File: config.mk
export PLATFORM = sky130hd
export DESIGN_NAME = uart_tx_arbiter
export DESIGN_NICKNAME = d
export VERILOG_FILES = /design/src/rtl/uart_tx_arbiter.sv
export SDC_FILE = /design/constraint.sdc
export NUM_CORES = 1
export LEC_CHECK = 0
export CAP_MARGIN = 20
export CORE_MARGIN = 3
export CORE_UTILIZATION = 35
export DETAILED_ROUTE_END_ITERATION = 10
export MAX_ROUTING_LAYER = met4
export PLACE_DENSITY = 0.65
export SLEW_MARGIN = 20
export SYNTH_ARGS = -nofsm -noshare
export SYNTH_HDL_FRONTEND = slang
export SYNTH_SLANG_ARGS = --single-unit
File: constraint.sdc
create_clock -name clk -period 2.65 [get_ports clk]
set_clock_uncertainty 0.1 [all_clocks]
set_input_delay 0.265 -clock clk [delete_from_list [all_inputs] [get_ports clk]]
set_output_delay 0.265 -clock clk [all_outputs]
set_load 0.02 [all_outputs]
File: src/rtl/uart_tx_arbiter.sv
`default_nettype none
// ============================================================================
// Module   : uart_tx_arbiter
// Purpose  : Frame-level arbiter sharing one UART byte transmitter between two
//            byte-stream requesters (0: sensor report formatter, 1: aux/status
//            source). Ownership is locked for a whole frame, ties are broken
//            round-robin, and a stalled frame is abandoned after TIMEOUT idle
//            cycles.
// Options  : `define ARB_CRLF_EN -> append 0x0D, 0x0A after each frame's last
//            byte (no ack given for the terminators).
// Ports    : clk, rst_n           - clock, asynchronous active-low reset
//            reqN_vld/byte/last   - requester N byte handshake (held to ack)
//            reqN_ack             - one-cycle pulse, byte N accepted
//            busy                 - UART transmitter busy
//            tx_byte/tx_byte_vld  - byte and one-cycle strobe to the UART
//            grant                - one-hot current owner, 00 when idle
//            frame_done           - one-cycle pulse, frame completed
//            timeout_err          - one-cycle pulse, frame abandoned
// Revision : 1.0 - initial release
// ============================================================================
module uart_tx_arbiter #(
  parameter int TIMEOUT = 1000,
  parameter int TO_W    = 16
) (
  input  logic       clk,
  input  logic       rst_n,
  input  logic       req0_vld,
  input  logic [7:0] req0_byte,
  input  logic       req0_last,
  output logic       req0_ack,
  input  logic       req1_vld,
  input  logic [7:0] req1_byte,
  input  logic       req1_last,
  output logic       req1_ack,
  input  logic       busy,
  output logic [7:0] tx_byte,
  output logic       tx_byte_vld,
  output logic [1:0] grant,
  output logic       frame_done,
  output logic       timeout_err
);

  localparam logic [TO_W-1:0] C_TIMEOUT = TO_W'(TIMEOUT);
  localparam bit              C_TO_EN   = (TIMEOUT != 0);

`ifdef ARB_CRLF_EN
  localparam logic [7:0] C_CR = 8'h0D;
  localparam logic [7:0] C_LF = 8'h0A;

  typedef enum logic [2:0] {
    S_IDLE  = 3'd0,
    S_XFER  = 3'd1,
    S_ISSUE = 3'd2,
    S_GAP   = 3'd3,
    S_CR    = 3'd4,
    S_LF    = 3'd5,
    S_DONE  = 3'd6
  } state_t;

  // Which byte the current ISSUE/GAP pair belongs to, so GAP knows where to go.
  typedef enum logic [1:0] {
    T_DATA = 2'd0,
    T_CR   = 2'd1,
    T_LF   = 2'd2
  } term_t;

  term_t r_term, w_term_nxt;
`else
  typedef enum logic [2:0] {
    S_IDLE  = 3'd0,
    S_XFER  = 3'd1,
    S_ISSUE = 3'd2,
    S_GAP   = 3'd3,
    S_DONE  = 3'd4
  } state_t;
`endif

  state_t          r_state, w_state_nxt;
  logic [1:0]      r_grant, w_grant_nxt;
  logic            r_last_grant, w_last_grant_nxt;   // index of previous owner
  logic [TO_W-1:0] r_cnt, w_cnt_nxt;
  logic [TO_W-1:0] w_cnt_inc;
  logic [7:0]      r_tx_byte, w_tx_byte_nxt;
  logic            r_last, w_last_nxt;
  logic            r_tx_vld, w_tx_vld_nxt;
  logic            r_ack0, w_ack0_nxt;
  logic            r_ack1, w_ack1_nxt;
  logic            r_done, w_done_nxt;
  logic            r_to, w_to_nxt;

  logic            w_own_vld;
  logic [7:0]      w_own_byte;
  logic            w_own_last;

  assign w_cnt_inc = r_cnt + TO_W'(1);

  // Owner's request lines; only meaningful while a grant is held.
  always_comb begin
    w_own_vld  = r_grant[1] ? req1_vld  : req0_vld;
    w_own_byte = r_grant[1] ? req1_byte : req0_byte;
    w_own_last = r_grant[1] ? req1_last : req0_last;
  end

  always_comb begin
    w_state_nxt      = r_state;
    w_grant_nxt      = r_grant;
    w_last_grant_nxt = r_last_grant;
    w_cnt_nxt        = r_cnt;
    w_tx_byte_nxt    = r_tx_byte;
    w_last_nxt       = r_last;
    w_tx_vld_nxt     = 1'b0;
    w_ack0_nxt       = 1'b0;
    w_ack1_nxt       = 1'b0;
    w_done_nxt       = 1'b0;
    w_to_nxt         = 1'b0;
`ifdef ARB_CRLF_EN
    w_term_nxt       = r_term;
`endif

    case (r_state)
      S_IDLE: begin
        w_cnt_nxt = '0;
`ifdef ARB_CRLF_EN
        w_term_nxt = T_DATA;
`endif
        // On a tie the requester that did not own the previous frame wins.
        if (req0_vld && (!req1_vld || r_last_grant)) begin
          w_grant_nxt = 2'b01;
          w_state_nxt = S_XFER;
        end else if (req1_vld) begin
          w_grant_nxt = 2'b10;
          w_state_nxt = S_XFER;
        end
      end

      S_XFER: begin
        if (w_own_vld) begin
          w_cnt_nxt = '0;
          if (!busy) begin
            w_tx_byte_nxt = w_own_byte;
            w_last_nxt    = w_own_last;
            w_tx_vld_nxt  = 1'b1;
            w_ack0_nxt    = r_grant[0];
            w_ack1_nxt    = r_grant[1];
            w_state_nxt   = S_ISSUE;
          end
        end else if (C_TO_EN && (w_cnt_inc == C_TIMEOUT)) begin
          w_to_nxt         = 1'b1;
          w_grant_nxt      = '0;
          w_last_grant_nxt = r_grant[1];
          w_cnt_nxt        = '0;
          w_state_nxt      = S_IDLE;
        end else if (C_TO_EN) begin
          w_cnt_nxt = w_cnt_inc;
        end
      end

      // Strobe and ack are already registered on entry; this cycle just
      // presents them.
      S_ISSUE: begin
        w_state_nxt = S_GAP;
      end

      // busy is not looked at here: the UART needs a cycle to raise it.
      S_GAP: begin
`ifdef ARB_CRLF_EN
        if (r_term == T_LF) begin
          w_done_nxt  = 1'b1;
          w_state_nxt = S_DONE;
        end else if (r_term == T_CR) begin
          w_state_nxt = S_LF;
        end else if (r_last) begin
          w_state_nxt = S_CR;
        end else begin
          w_state_nxt = S_XFER;
        end
`else
        if (r_last) begin
          w_done_nxt  = 1'b1;
          w_state_nxt = S_DONE;
        end else begin
          w_state_nxt = S_XFER;
        end
`endif
      end

`ifdef ARB_CRLF_EN
      S_CR: begin
        if (!busy) begin
          w_tx_byte_nxt = C_CR;
          w_tx_vld_nxt  = 1'b1;
          w_term_nxt    = T_CR;
          w_state_nxt   = S_ISSUE;
        end
      end

      S_LF: begin
        if (!busy) begin
          w_tx_byte_nxt = C_LF;
          w_tx_vld_nxt  = 1'b1;
          w_term_nxt    = T_LF;
          w_state_nxt   = S_ISSUE;
        end
      end
`endif

      S_DONE: begin
        w_grant_nxt      = '0;
        w_last_grant_nxt = r_grant[1];
        w_state_nxt      = S_IDLE;
      end

      default: begin
        w_grant_nxt = '0;
        w_state_nxt = S_IDLE;
      end
    endcase
  end

  always_ff @(posedge clk or negedge rst_n) begin
    if (!rst_n) begin
      r_state      <= S_IDLE;
      r_grant      <= '0;
      r_last_grant <= 1'b1;
      r_cnt        <= '0;
      r_tx_byte    <= '0;
      r_last       <= 1'b0;
      r_tx_vld     <= 1'b0;
      r_ack0       <= 1'b0;
      r_ack1       <= 1'b0;
      r_done       <= 1'b0;
      r_to         <= 1'b0;
`ifdef ARB_CRLF_EN
      r_term       <= T_DATA;
`endif
    end else begin
      r_state      <= w_state_nxt;
      r_grant      <= w_grant_nxt;
      r_last_grant <= w_last_grant_nxt;
      r_cnt        <= w_cnt_nxt;
      r_tx_byte    <= w_tx_byte_nxt;
      r_last       <= w_last_nxt;
      r_tx_vld     <= w_tx_vld_nxt;
      r_ack0       <= w_ack0_nxt;
      r_ack1       <= w_ack1_nxt;
      r_done       <= w_done_nxt;
      r_to         <= w_to_nxt;
`ifdef ARB_CRLF_EN
      r_term       <= w_term_nxt;
`endif
    end
  end

  assign req0_ack    = r_ack0;
  assign req1_ack    = r_ack1;
  assign tx_byte     = r_tx_byte;
  assign tx_byte_vld = r_tx_vld;
  assign grant       = r_grant;
  assign frame_done  = r_done;
  assign timeout_err = r_to;

endmodule
`default_nettype wire

# == Yosys cells after proc, flatten, opt, wreduce, memory -nomap -nowiden ==
# Index checks and enable logic that the tools add are counted.
# totals
wordCells,70
register_bits,36
output_inout_bits,15
# classes
n_reduce_logical,11
bitwise,2
n_eq_ne,10
add_sub_neg,1
mux,35
# op_table
op,count
two-way mux 16 bit,2
one-hot mux 16 bit (2 select lines),1
two-way mux 1 bit,18
two-way mux 3 bit,6
"adder 16 x 1 -> 16 bit, second input constant",1
"== test 16 x 10 -> 1 bit, second input constant",1
one-hot mux 3 bit (4 select lines),1
"!= test 3 bit, second input constant",3
AND reduction 3 bit,3
two-way mux 2 bit,4
two-way mux 8 bit,1
"== test 3 x 2 -> 1 bit, second input constant",2
one-hot mux 2 bit (3 select lines),1
"!= test 2 bit, second input constant",2
AND reduction 4 bit,1
nonzero test 2 bit,2
"== test 3 x 1 -> 1 bit, second input constant",1
"== test 3 bit, second input constant",1
logical NOT 3 bit,1
NOT 1 bit,2
one-hot mux 1 bit (2 select lines),1
OR reduction 2 bit,1
logical AND 1 bit,1
logical NOT 1 bit,1
logical OR 1 bit,1

# == Logic depth before layout (Yosys ltp) ==
# logic_depth
word_depth,5
depth_mapped,7
mapped_depth_nobuf,7

# == Least setup slack after synthesis ==
# OpenSTA, ideal clock, no wires.
# synth_timing
kind,flip-flop to flip-flop
from,register r_cnt[0]
to,register r_last_grant
arrival_ns,1.971
path_buffers,0
path_stages_with_launch,8
setup_slack_ns,0.496
synth_period_minus_slack_ns,2.154
cell_sequence,dfrtp_1 -> ha_1 -> nand2_1 -> or4_1 -> a21oi_2 -> o2111ai_4 -> or4_1 -> o311a_1
# synth_via
elab_chain_len,4
# synth_lines
item,line_no,source
from (decl),81,"logic [TO_W-1:0] r_cnt, w_cnt_nxt;"
from (signal assigned),240,r_cnt <= w_cnt_nxt;
adder 16 x 1 -> 16 bit,95,assign w_cnt_inc = r_cnt + TO_W'(1);
== test 16 x 10 -> 1 bit,147,end else if (C_TO_EN && (w_cnt_inc == C_TIMEOUT)) begin
!= test 2 bit (no source line),--,
AND reduction 3 bit (no source line),--,
to (signal assigned),239,r_last_grant <= w_last_grant_nxt;
to (decl),80,"logic r_last_grant, w_last_grant_nxt;"
# Every way passes these cells.
# A chain may end at the register's enable or synchronous reset.

# == Worst setup path after layout ==
# Ends and elaborated chain as after synthesis.

==> metrics.txt <==
Die Height=a little over 80 um; nets=275; Clock Sink Count=36; compound-cell area share of the yosys netlist=around 18%; Die X=~80 um; average wire per standard cell=about 14 um; Starting DRT DRC Count=99; Ports=38; status=finished, final reports clean; fin crit period=2360 ps; Max Cap Viol=0; initial antenna violation count=0; Residual DRC=0; post-synthesis mux area share=~5.6%; WP data required=2760 ps; crit path launch type=flip-flop; vias in the first global route=about 1,700; dpl ws=roughly 320 ps; cells along the critical path=ha_1 -> nand2_1 -> or4_1 -> a21oi_2 -> o2111ai_4 -> or4_1 -> o311a_1; Via Count=roughly 1,700; Seq. cell area=between 900 and 1000 sq um; buffer levels on the longest clock path=2; Syn Std Cell Area=1960 sq um; Final Hold Viols=0; number of diodes=0; CP endpoint kind=flip-flop; H-tree depth=2; Post-CTS Setup Bufs=0; max-slew violations=0; antenna-violating nets left=0; # setup viols final=0; Cell Rows=26; slowest stage delay, CP=about 450 ps; r2r startpoint=r_cnt[0]; CP bufs+invs=0; Hold/Removal Path Class=flip-flop to flip-flop; slowest stage cell, crit path=or4_1; hold path depth=2; Yosys warning count=0; Arrival @ worst endpoint=approximately 2500 ps; Final HPWL DP=approximately 3200 um; hold_ws=~380 ps; cells after synthesis=217; GRT Overall Usage=15.2%; root buffer cell=clkbuf_8; Worst Tran Pin Value=roughly 780 ps; Max VDD drop=~0.38 mV; footprint of the multi-input gates=961 sq um; relative slew slack=48.0%; Placer Congestion=just over 0.8; Worst R2R End=r_last_grant; Post-Synth Simple-Gate Area=23.9%; cell taking the most area after synthesis=dfrtp_1; GR Util met3=about 2.8%; CTS tree=done; clock-pin slew on the worst setup and hold paths=70 ps; DR vias/cell=~5.3; clock insertion delay at the later pin of the skew report=about 280 ps; FF-to-FF setup slack=290 ps; post-synthesis cell type count=46; Synth-to-Final Area Change=26.6%; ys flop type=dfrtp_1; wirelength, routed=roughly 4500 um; post-synthesis register bit count=36; CP top delay family=simple AND/OR/NAND/NOR gates; Port Buffers=37; post-synthesis adder-cell area fraction=less than 1%; CP dominant cell by count=or4_1; static leakage=roughly 1.0 nW; first-pass GRT wire length=7700 um; CTS Buf Count=5; Syn Nets=roughly 240; Setup CP Type=flip-flop to flip-flop; total grt overflow=0; largest family of logic cells by synthesized area=simple AND/OR/NAND/NOR gates; Hold EP=tx_byte[2]; setup TNS=0 ps; Hold Startpoint=tx_byte[2]; register area share after synthesis=a little under half; pwr/cell area=approximately 880 nW/um^2; r2r worst-path depth=7; Max Fclk=424 MHz; Initial Utilization=a little under two fifths; XOR/XNOR share of the synthesized area=less than 1%; Design Power=2.18 mW; Core Area=between 5000 and 6000 sq um; final worst setup slack=between 200 and 300 ps; Worst Path Max Fanout=10; Global Route met1 Usage=17.7%; GR peak layer=met2; RSZ-0062 raised after global routing=false; drt pass-1 iters=4; largest net degree at the start of global routing=37; die area=between 6000 and 7000 sq um; share of the synthesized area in the top cell type=approximately 45%; EDFF count, synth=0; M2 GR Usage=between 20% and 30%; ranking of synthesized cells by area=dfrtp_1 (45%), o21ai_0 (6.4%), nand2_1 (5.7%), mux2i_1 (5.6%), nand3_1 (3.1%); Avg Cell Area, Syn=about 9 sq um; final cycle utilization of the critical path=89.1%; fraction of layout cells with a size suffix above 1=9.13%; fillers=515; Post-synth ARST share=100%
-- final cells by class --
class | instances | share of cell area [%]
clock buffer | 6 | 3.33
clock inverter | 2 | 0.403
inverter | 9 | 1.36
multi-input combinational | 157 | 38.7
sequential | 36 | 36.3
tap | 70 | 3.53
timing repair buffer | 42 | 16.3
-- worst max path at each step --
stage	from	end	slack (ps)	cells past startpoint
2_1_floorplan	r_cnt[0]	r_last_grant	500	7
3_3_place_gp	r_cnt[4]	r_last_grant	360	6
3_5_place_dp	r_cnt[0]	r_last_grant	320	7
4_1_cts	r_cnt[0]	r_last_grant	300	7
5_1_grt	r_cnt[4]	r_last_grant	160	6
6_report	r_cnt[0]	r_last_grant	290	7
-- report_power, final --
group / internal [mW] / switching (mW) / total (mW)
logic: 0.421 / 0.558 / 0.979
registers: 0.684 / 0.125 / 0.809
clock network: 0.207 / 0.189 / 0.396
-- metrics by stage --
stage | utilization (%) | std cells | area, sq um
after floorplan | - | 217 | 1960
after global placement | 45.2 | 313 | 2380
after detailed placement | 45.2 | 313 | 2380
after CTS | 47.1 | 322 | 2480
after global routing | 47.1 | 322 | 2480
final | 47.1 | 322 | 2480
-- registers in the layout, indices dropped and copies added, names as in the netlist --
name and count:
req0_ack 1, r_last_grant 1, grant 2, tx_byte_vld 1
timeout_err 1, req1_ack 1, r_last 1, frame_done 1
r_cnt 16, r_state 3, tx_byte 8
-- metal layers --
layer	vias up	wire, um
li1	849	-
met1	825	1990
met2	36	2280
met3	4	158
met4	0	43
met5	-	0
-- cell families after synthesis --
kind of cell,count (synthesis)
adders and majority gates,1
xor gates and xnor gates,2
and+or+nand+nor,87
DFF,36
muxes,11
AOI/OAI and AO/OA,56
buffers and inverters,24
-- cell usage in the layout, fill, tap and decap left out, types with 2 or more instances in the layout --
master	count
o22ai_1	4
inv_1	9
nand2b_1	3
clkinv_2	2
or3_1	3
o32ai_1	2
nand4_1	5
a31oi_1	6
nand2_1	30
or2_2	2
clkdlybuf4s50_1	36
or4_1	4
a21oi_1	9
o21ai_0	25
nor4_1	2
buf_4	4
dfrtp_1	35
clkbuf_8	6
nor2_1	12
nor3_1	3
nand3_1	12
mux2i_1	11
nand3b_1	2
-- cells in the mapped netlist (4+ instances only) --
cell type / n
a31oi_1: 6
mux2i_1: 11
nand3_1: 12
nand4_1: 5
a21oi_1: 9
or4_1: 4
o21ai_0: 25
dfrtp_1: 35
nor2_1: 12
clkbuf_1: 10
inv_1: 9
o22ai_1: 4
nand2_1: 30
-- tightest hold or removal path, stage by stage (launching register included) --
cell	delay, ps
dfrtp_1	340
nand2_1	50
o21ai_0	60
-- timing repair --
item | 4_1_cts | 5_1_grt
setup endpoints to repair | 0 | 0
endpoints found under the hold margin | 23 | 0
hold buffers | 1 | 0
resized for setup | 0 | 0
Note: power is estimated with default switching activity, not from simulation.
